[src/rtl/pila_retorno_pkg.sv]
// Shared CPU constants: program-counter width and the call/return opcodes
// that the control unit decodes into push/pop strobes.
package pila_retorno_pkg;

  // Width of program-counter addresses (PC register, incrementer, imem, stack)
  localparam int PC_ADDR_W = 10;

  // Opcodes that the control unit turns into stack strobes
  localparam logic [5:0] OP_PUSH = 6'b100100;
  localparam logic [5:0] OP_POP  = 6'b100101;

endpackage

[src/rtl/pila_retorno_if.sv]
// Control-unit <-> return-stack bundle: strobes and return address in,
// top-of-stack and status out.
interface pila_retorno_if #(
  parameter int ADDR_W = 10,
  parameter int DEPTH  = 8
) ();

  localparam int CW = $clog2(DEPTH + 1);

  logic              push;
  logic              pop;
  logic [ADDR_W-1:0] d_in;
  logic [ADDR_W-1:0] d_out;
  logic [CW-1:0]     count;
  logic              empty;
  logic              full;
  logic              overflow;
  logic              underflow;

  // Control unit side
  modport master (
    output push, pop, d_in,
    input  d_out, count, empty, full, overflow, underflow
  );

  // Stack side
  modport slave (
    input  push, pop, d_in,
    output d_out, count, empty, full, overflow, underflow
  );

endinterface

[src/rtl/pila_retorno_mem.sv]
// DEPTH x ADDR_W register array: one synchronous write port and one
// combinational read port, cleared by the asynchronous reset.
module pila_mem
#(
  parameter int ADDR_W = 10,
  parameter int DEPTH  = 8,
  localparam int IW    = $clog2(DEPTH)
) (
  input  logic              clk,
  input  logic              reset,
  input  logic              we,
  input  logic [IW-1:0]     wr_idx,
  input  logic [ADDR_W-1:0] wr_data,
  input  logic [IW-1:0]     rd_idx,
  output logic [ADDR_W-1:0] rd_data
);

  logic [ADDR_W-1:0] mem [DEPTH];

  // Storage write; every entry is cleared while reset is low
  always_ff @(posedge clk or negedge reset) begin
    if (!reset) begin
      for (int i = 0; i < DEPTH; i++) mem[i] <= '0;
    end else if (we) begin
      mem[wr_idx] <= wr_data;
    end
  end

  assign rd_data = mem[rd_idx];

endmodule

[src/rtl/pila_retorno.sv]
// Return-address stack (LIFO) feeding the PC next-address mux. Holds the
// entry count, the sticky error flags and the push/pop decode; storage
// lives in pila_mem. The top of stack is visible with zero latency.
module pila_retorno
  import pila_retorno_pkg::*;
#(
  parameter int ADDR_W = PC_ADDR_W,
  parameter int DEPTH  = 8
) (
  input  logic          clk,
  input  logic          reset,
  pila_retorno_if.slave bus
);

  localparam int CW = $clog2(DEPTH + 1);
  localparam int IW = $clog2(DEPTH);

  logic [CW-1:0]     count_q;
  logic [CW-1:0]     count_nxt;
  logic              ovf_q;
  logic              unf_q;
  logic              ovf_set;
  logic              unf_set;
  logic              we;
  logic [IW-1:0]     wr_idx;
  logic [IW-1:0]     rd_idx;
  logic [ADDR_W-1:0] rd_data;
  logic              empty_w;
  logic              full_w;

  assign empty_w = (count_q == '0);
  assign full_w  = (count_q == CW'(DEPTH));

  // Top index only formed when the stack holds something, so count-1 never wraps
  assign rd_idx = empty_w ? '0 : IW'(count_q - CW'(1));

  // Push/pop decode: next count, write port and error-flag set requests
  always_comb begin
    count_nxt = count_q;
    we        = 1'b0;
    wr_idx    = '0;
    ovf_set   = 1'b0;
    unf_set   = 1'b0;
    unique case ({bus.push, bus.pop})
      2'b10: begin
        if (full_w) begin
          ovf_set = 1'b1;
        end else begin
          we        = 1'b1;
          wr_idx    = IW'(count_q);
          count_nxt = count_q + CW'(1);
        end
      end
      2'b01: begin
        if (empty_w) begin
          unf_set = 1'b1;
        end else begin
          count_nxt = count_q - CW'(1);
        end
      end
      2'b11: begin
        // Simultaneous push/pop replaces the top; on an empty stack it is a plain push
        we = 1'b1;
        if (empty_w) begin
          wr_idx    = '0;
          count_nxt = CW'(1);
        end else begin
          wr_idx = rd_idx;
        end
      end
      default: begin
      end
    endcase
  end

  // Count register and sticky error flags
  always_ff @(posedge clk or negedge reset) begin
    if (!reset) begin
      count_q <= '0;
      ovf_q   <= 1'b0;
      unf_q   <= 1'b0;
    end else begin
      count_q <= count_nxt;
      if (ovf_set) ovf_q <= 1'b1;
      if (unf_set) unf_q <= 1'b1;
    end
  end

  pila_mem #(
    .ADDR_W (ADDR_W),
    .DEPTH  (DEPTH)
  ) u_mem (
    .clk     (clk),
    .reset   (reset),
    .we      (we),
    .wr_idx  (wr_idx),
    .wr_data (bus.d_in),
    .rd_idx  (rd_idx),
    .rd_data (rd_data)
  );

  assign bus.d_out     = empty_w ? '0 : rd_data;
  assign bus.count     = count_q;
  assign bus.empty     = empty_w;
  assign bus.full      = full_w;
  assign bus.overflow  = ovf_q;
  assign bus.underflow = unf_q;

endmodule

[src/flat_wrapper.sv]
// flat-port wrapper written by rule: the top's interface ports become plain ports
module pila_retorno_flat import pila_retorno_pkg::*;
#(
  parameter int ADDR_W = PC_ADDR_W,
  parameter int DEPTH  = 8
)
  (clk, reset, bus_push, bus_pop, bus_d_in, bus_d_out, bus_count, bus_empty, bus_full, bus_overflow, bus_underflow);
  pila_retorno_if #(.ADDR_W(ADDR_W), .DEPTH(DEPTH)) bus_i ();
  input  logic clk;
  input  logic reset;
  input wire logic [$bits(bus_i.push)-1:0] bus_push;
  input wire logic [$bits(bus_i.pop)-1:0] bus_pop;
  input wire logic [$bits(bus_i.d_in)-1:0] bus_d_in;
  output wire logic [$bits(bus_i.d_out)-1:0] bus_d_out;
  output wire logic [$bits(bus_i.count)-1:0] bus_count;
  output wire logic [$bits(bus_i.empty)-1:0] bus_empty;
  output wire logic [$bits(bus_i.full)-1:0] bus_full;
  output wire logic [$bits(bus_i.overflow)-1:0] bus_overflow;
  output wire logic [$bits(bus_i.underflow)-1:0] bus_underflow;
  assign bus_i.push = bus_push;
  assign bus_i.pop = bus_pop;
  assign bus_i.d_in = bus_d_in;
  assign bus_d_out = bus_i.d_out;
  assign bus_count = bus_i.count;
  assign bus_empty = bus_i.empty;
  assign bus_full = bus_i.full;
  assign bus_overflow = bus_i.overflow;
  assign bus_underflow = bus_i.underflow;
  pila_retorno #(.ADDR_W(ADDR_W), .DEPTH(DEPTH)) u_core (.clk(clk), .reset(reset), .bus(bus_i));
endmodule
[config.mk]
export PLATFORM = sky130hd
export DESIGN_NAME = pila_retorno_flat
export DESIGN_NICKNAME = d
export VERILOG_FILES = /design/src/rtl/pila_retorno_pkg.sv /design/src/rtl/pila_retorno_if.sv /design/src/rtl/pila_retorno_mem.sv /design/src/rtl/pila_retorno.sv /design/src/flat_wrapper.sv
export SDC_FILE = /design/constraint.sdc
export NUM_CORES = 1
export LEC_CHECK = 0
export ABC_AREA = 1
export CAP_MARGIN = 20
export CORE_ASPECT_RATIO = 0.5
export CORE_UTILIZATION = 45
export CTS_CLUSTER_DIAMETER = 40
export CTS_CLUSTER_SIZE = 20
export DETAILED_ROUTE_END_ITERATION = 8
export PLACE_DENSITY = 0.71
export REMOVE_ABC_BUFFERS = 1
export SLEW_MARGIN = 20
export SYNTH_ARGS = -nofsm -noshare
export SYNTH_HDL_FRONTEND = slang
export SYNTH_SLANG_ARGS = --single-unit
[constraint.sdc]
create_clock -name clk -period 3.2 [get_ports clk]
set_input_delay 0.48 -clock clk [delete_from_list [all_inputs] [get_ports clk]]
set_output_delay 0.48 -clock clk [all_outputs]
set_load 0.02 [all_outputs]
# [After elaboration in Yosys (flattened, before gate mapping)]
# Cells that the tools add are included.
[totals] regBits=86 input_bits=14 out_inout_bits=18
[classes] add_sub_neg=2 n_lt_le_gt_ge=3 n_eq_ne=7 mux=21 bitwise=2 reduce_logical=4
[op_table] cell="$bwmux 80" n=1
[op_table] cell="$mux 10" n=4
[op_table] cell="$bmux 10 s3" n=1
[op_table] cell="$demux 10 s3" n=1
[op_table] cell="$mux 4" n=3
[op_table] cell="$pmux 4 s3" n=1
[op_table] cell="$mux 3" n=3
[op_table] cell="$ge 4x4->1 const B" n=2
[op_table] cell="$not 3->4" n=2
[op_table] cell="$pmux 3 s2" n=1
[op_table] cell="$mux 1" n=5
[op_table] cell="$add 4x1->4 const B" n=1
[op_table] cell="$eq 2x2->1 const B" n=2
[op_table] cell="$eq 4x4->1 const B" n=1
[op_table] cell="$logic_not 4->1" n=1
[op_table] cell="$lt 4x1->1 const B" n=1
[op_table] cell="$ne 2x2->1 const B" n=2
[op_table] cell="$reduce_and 4->1" n=1
[op_table] cell="$sub 4x1->4 const B" n=1
[op_table] cell="$reduce_bool 3->1" n=1
[op_table] cell="$eq 2x1->1 const B" n=1
[op_table] cell="$ne 2x1->1 const B" n=1
[op_table] cell="$pmux 1 s2" n=1
[op_table] cell="$logic_and 1x1->1" n=1

# [Logic depth before layout (Yosys ltp)]
[logic_depth] ltp_word=10 mapped_depth=13 mapped_depth_nobuf=11

# [Cells and area by module]
# Synthesis repeated with hierarchy kept, for this count alone.
[hier_totals] cells_unflattened=653 area_unflattened_um2=4672.0
[modules_own_cells] module="pila_mem" instances=1 cells_per_inst=550 area_per_inst_um2=4083.9 seq_area_each_um2=2001.9
[modules_own_cells] module="pila_retorno" instances=1 cells_per_inst=103 area_per_inst_um2=588.1 seq_area_each_um2=150.1

# [Worst setup path before layout]
# OpenSTA, ideal clock, no wires.
[synth_path] path_type="reg-to-output" startpoint="reg u_core.count_q[0], in the netlist u_core.bus.count[0]" endpoint="out bus_d_out[3]" t_arrival_ns=2.412 required_time_ns=2.720 setup_slack_ns=0.308 path_stages_with_launch=13 n_path_buf=3 cell_sequence="dfrtp_1 clkbuf_1 inv_2 buf_1 ha_1 nand2_1 nor2_2 nor2_4 inv_2 buf_4 nand3_1 nand3_1 nand2_1"
[synth_via] elab_chain_cells=7
[synth_rtl] item="start: declaration" line_no="pila_retorno.sv:18" text="logic [CW-1:0] count_q;"
[synth_rtl] item="start signal: assignment" line_no="pila_retorno.sv:83" text="count_q <= count_nxt;"
[synth_rtl] item="$logic_not 4->1 *" line_no="pila_retorno.sv:31" text="assign empty_w = (count_q == '0);"
[synth_rtl] item="net bus_empty" line_no="flat_wrapper.sv:16" text="output wire logic [$bits(bus_i.empty)-1:0] bus_empty;"
[synth_rtl] item="$mux 3" line_no="pila_retorno.sv:35" text="assign rd_idx = empty_w ? '0 : IW'(count_q - CW'(1));"
[synth_rtl] item="$not 3->4 (implied by the code)" line_no="pila_retorno_mem.sv:29" text="assign rd_data = mem[rd_idx];"
[synth_rtl] item="$bmux 10 s3" line_no="pila_retorno_mem.sv:29"
[synth_rtl] item="$mux 10 (implied by the code) (2 in a row)" line_no="pila_retorno_mem.sv:29"
[synth_rtl] item="$mux 10 *" line_no="pila_retorno.sv:102" text="assign bus.d_out = empty_w ? '0 : rd_data;"
[synth_rtl] item="end: declaration" line_no="flat_wrapper.sv:14" text="output wire logic [$bits(bus_i.d_out)-1:0] bus_d_out;"
# The timed path passes the listed nets; every way through them passes the cells marked *. The select of a mux whose other input is x is not followed.

# [Worst setup path in the final report]
[layout_path] startpoint="reg u_core.count_q[1], in the netlist u_core.bus.count[1]" endpoint="out bus_d_out[1]"
[layout_via] elab_chain_cells=7
[layout_rtl] item="$sub 4x1->4 or $logic_not 4->1 (tied branches)" line_no="pila_retorno.sv:35, pila_retorno.sv:31"
[layout_rtl] item="$mux 3" line_no="pila_retorno.sv:35"
[layout_rtl] item="$not 3->4 (implied by the code)" line_no="pila_retorno_mem.sv:29"
[layout_rtl] item="$bmux 10 s3" line_no="pila_retorno_mem.sv:29"
[layout_rtl] item="$mux 10 (implied by the code) (2 in a row)" line_no="pila_retorno_mem.sv:29"
[layout_rtl] item="$mux 10 *" line_no="pila_retorno.sv:102"
# Mark *: on every way between the ends. The rest lies on a longest branch, timed or not. The select of a mux whose other input is x is not followed.

==> summary by stage <==
Status
The run finished with clean final reports.

Detailed routing
The number of remaining DRC errors is 0. Once detail routing completed, the nets flagged for antenna violations numbered 0. In the detailed route, the total length drawn on met2 is 5.900 mm. For this block, the routed nets add up to 13.31 mm of wire. The top layer used by detailed routing is met4. The first detailed-routing pass took 5 iterations. The met3 routed wirelength is 1.206 mm.

In the routed layout, each cell is associated on average with a via count of 5.745. Detailed routing inserted a total of 4,320 vias. The number of design-rule violations left by the first detailed-router iteration is 477.

In the final routed layout, each cell accounts on average for 17.69 µm. The met1 routed wirelength after detailed routing is 6.015 mm.

Die
After floorplanning, the core was divided into 25 placement rows. The number of ports placed on the die boundary is 32. The die outline area is 10,530 µm². Once the floorplan was initialized, standard cells occupied 47.19% of the core. The horizontal die dimension is 144.2 µm.

The placeable core region is 9634 µm². The die boundary height is 73.08 µm.

Layout
Fill cells in the final layout number 928. The fraction of final layout cells sized beyond drive strength 1 is 8.914%. The area growth from synthesis to layout is 15.58%. Once layout is complete, the utilization of the core stands at 54.55%. The net count of the finished layout is 628. The number of antenna diodes in the final layout is 0.

The final non-filler cell area is 5255 µm².

Worst setup path
STA classifies the critical path endpoint as a primary output. The worst setup path is launched from a flop. The worst register-to-register path has a depth of 9. The dominant delay contributor by cell family on the critical path is buffers and inverters. Along the worst path, the maximum fanout reaches 18.

For this run, the slowest stage of the critical path takes 0.60 ns. The worst setup path startpoint is u_core.bus.count[1]. The worst endpoint required time is 2.72 ns.

The highest-delay cell along the critical path is clkdlybuf4s50_1. In this run the critical register-to-register path is launched from u_core.bus.count[1]. The critical path goes through inv_1, ha_2, nand2_1, nor2_4, nor2_4, buf_4, nand3_1, nand3_1, nand2_1, clkdlybuf4s50_1. By startpoint and endpoint, the worst setup path is classified as flop to primary output. The critical path buffer and inverter count is 3. The critical path crosses 10 cells after its start point. Data on the critical path arrives at its endpoint at 2.58 ns.

Logic synthesis
The cell area that synthesis handed to floorplanning was 4547 µm². After Yosys synthesis, and, or, nand and nor cells account for 41.80% of the synthesized area. After synthesis, the share of flip-flops with an asynchronous set or reset is 100.0%. The share of the synthesized area in compound gates (AO/OA/AOI/OAI) is 3.302%.

After Yosys synthesis, full adders, half adders and majority gates account for 0.5504% of the synthesized area. The largest total area in the synthesized netlist belongs to dfrtp_1. The flip-flop and latch count after synthesis is 86. The cell count after synthesis is 600. The number of enable-type register cells in the synthesized netlist is 0. The synthesized area divided by synthesized cell count is 7.578 µm². Summed over its instances, the top area cell type makes up 47.33% of the synthesized netlist area. Multiplexer cells account for 0% of the synthesized area.

For this run, the leading register cell type out of synthesis is dfrtp_1. After synthesis, the cell types taking the most area are dfrtp_1 47%, nand2_1 19%, nand3_1 13%, nand4_1 5.6%, buf_2 2.8%. The xor/xnor share of the synthesized area is 0.3853%. By area, the combinational part of the netlist is dominated by simple AND/OR/NAND/NOR gates. Synthesis instantiated 27 different standard cells from the library. The total number of yosys warnings is 0.

The portion of the post-synthesis area used by sequential elements is 47.33%.

Clocking
The insertion delay to the later sink of the worst-skew pair is 0.35 ns. The register clock-pin slew on the reported worst setup and hold paths is 0.07 ns. TritonCTS built the clock tree.

The clock passes through at most 2 buffers. The sink count of the clock tree is 86. The CTS root buffer is clkbuf_16. Clock tree synthesis inserted a total of 9 buffers.

The number of levels the H-tree was split into is 3.

Worst hold path
The worst min-delay path class is primary input to asynchronous set/reset pin.

Placed design
At the placement stage, the worst setup path has a slack of 0.03273 ns. Once detailed placement completed, the half-perimeter wirelength came to 7.642 mm. The count of buffers inserted at the top-level ports is 31. At the end of routability-driven placement, the weighted congestion stood at 0.8733. The total cell area at the placement stage is 4926 µm².

Global route
The wire length of the first global-routing pass is 21.67 mm. The sum of overflow across all layers after global routing is 0. The initial antenna violation count is 0. The number of global-route vias before repair is 4,007. The pin count of the biggest net entering global routing is 46. Across every metal layer, demand over resource in global routing totals 27.94%.

Power and ir drop
The leakage power is 2.709 nW. VDD sags by at most 549.6 µV. Dividing total power by cell area gives a power density of 1208 nW/µm².

STA
The hold violation count in the final report is 0. The worst setup slack after layout is 0.1407 ns. The clock skew after layout is 0.008001 ns.

The achievable clock frequency is 0.3269 GHz. The final-layout worst hold slack is 0.09098 ns. Headroom to the max-slew limit came out at 32.82%.

The final count of pins violating max slew is 0. The routed design could run at a clock period as short as 3.059 ns. For the pin with the worst max-slew slack, the measured transition is 1.004 ns.

Of the available clock period, the critical path in the final layout requires 95.60%. Setup violations remaining at the end of the flow were counted as 0.

Run
Across the run, the number of max-cap violations was 0.
cells in the mapped netlist, types with 2 or more instances:
library cell / number
nor2_1: 12
clkbuf_1: 15
nand2_2: 2
inv_1: 18
buf_4: 2
nor2_4: 3
buf_2: 25
inv_2: 9
nand3_2: 8
o21ai_1: 10
nand3_1: 116
ha_1: 2
dfrtp_1: 86
nand2_4: 3
nand2_1: 227
nand4_1: 41
o21ai_0: 11
cell usage in the layout, fill, tap and decap left out, drive strengths merged:
| cell type | Yosys | layout |
|---|---|---|
| dfrtp | 86 | 86 |
| o22ai | 1 | 1 |
| inv | 27 | 28 |
| nand2 | 232 | 232 |
| nand3 | 124 | 124 |
| clkinv | 0 | 3 |
| clkdlybuf4s50 | 0 | 21 |
| o21ai | 21 | 21 |
| clkinvlp | 0 | 1 |
| a31oi | 1 | 1 |
| a21o | 1 | 1 |
| dlymetal6s2s | 0 | 9 |
| buf | 28 | 14 |
| ha | 2 | 2 |
| xnor2 | 1 | 1 |
| nand4 | 41 | 41 |
| nor2 | 16 | 16 |
| clkbuf | 15 | 11 |
| o21bai | 1 | 1 |
| o211a | 1 | 1 |
| xor2 | 1 | 1 |
| o211ai | 1 | 1 |
per-stage QoR:
| step | setup TNS, ns | power, W | std cells |
|---|---|---|---|
| after global placement | 0 | 0.005243 | 735 |
| final | 0 | 0.006347 | 752 |
| after detailed placement | 0 | 0.005294 | 735 |
| after global routing | -0.0009037 | 0.006839 | 752 |
| after CTS | 0 | 0.006335 | 752 |
| after floorplan | 0 | 0.003931 | 557 |
layout make-up:
class,count,area [µm²],area share [%]
Sequential cell,86,2152,40.95
Multi-Input combinational cell,444,2106,40.07
Timing Repair Buffer,44,456.7,8.690
Clock buffer,11,232.7,4.429
Tap cell,135,168.9,3.214
Inverter,27,103.9,1.976
Clock inverter,5,35.03,0.6667
state kept, by name (all words and copies together) (netlist names):
name,flops
u_core.u_mem.mem,80
u_core.bus.underflow,1
u_core.bus.count,4
u_core.bus.overflow,1
report_power, final:
group | total (W) | internal (W) | switching, W
logic | 0.00355 | 0.00126 | 0.00229
clock network | 0.000969 | 0.000528 | 0.000441
registers | 0.00182 | 0.00155 | 0.000271
worst paths after layout:
path / slack, ns / to
worst max-delay path: 0.14 / bus_d_out[1]
worst min-delay path: 0.09 / u_core.u_mem.mem[0]
worst max register to register: 0.36 / u_core.u_mem.mem[74]
worst min register to register: 0.45 / u_core.bus.overflow
max in group asynchronous: 2.28 / u_core.u_mem.mem[7]
min in group clk: 0.45 / u_core.bus.overflow
metal layers:
layer / up-vias / global-route usage (%)
met4: 0 / 10.06
met3: 21 / 8.268
met5: - / 0
li1: 2015 / -
met1: 2088 / 39.58
met2: 196 / 40.58
logic make-up after synthesis:
family          Yosys count
compound gates           27
xor+xnor                  2
fa+ha+maj                 2
buf+inv                  70
flops                    86
simple gates            413
timing repair:
item | CTS | global route
setup buffers | 1 | 0
endpoints found under the setup margin | 9 | 10
hold buffers | 0 | 0
resized for setup | 3 | 15
pin swaps | 1 | 0
Power figures use the tool's default switching activity.
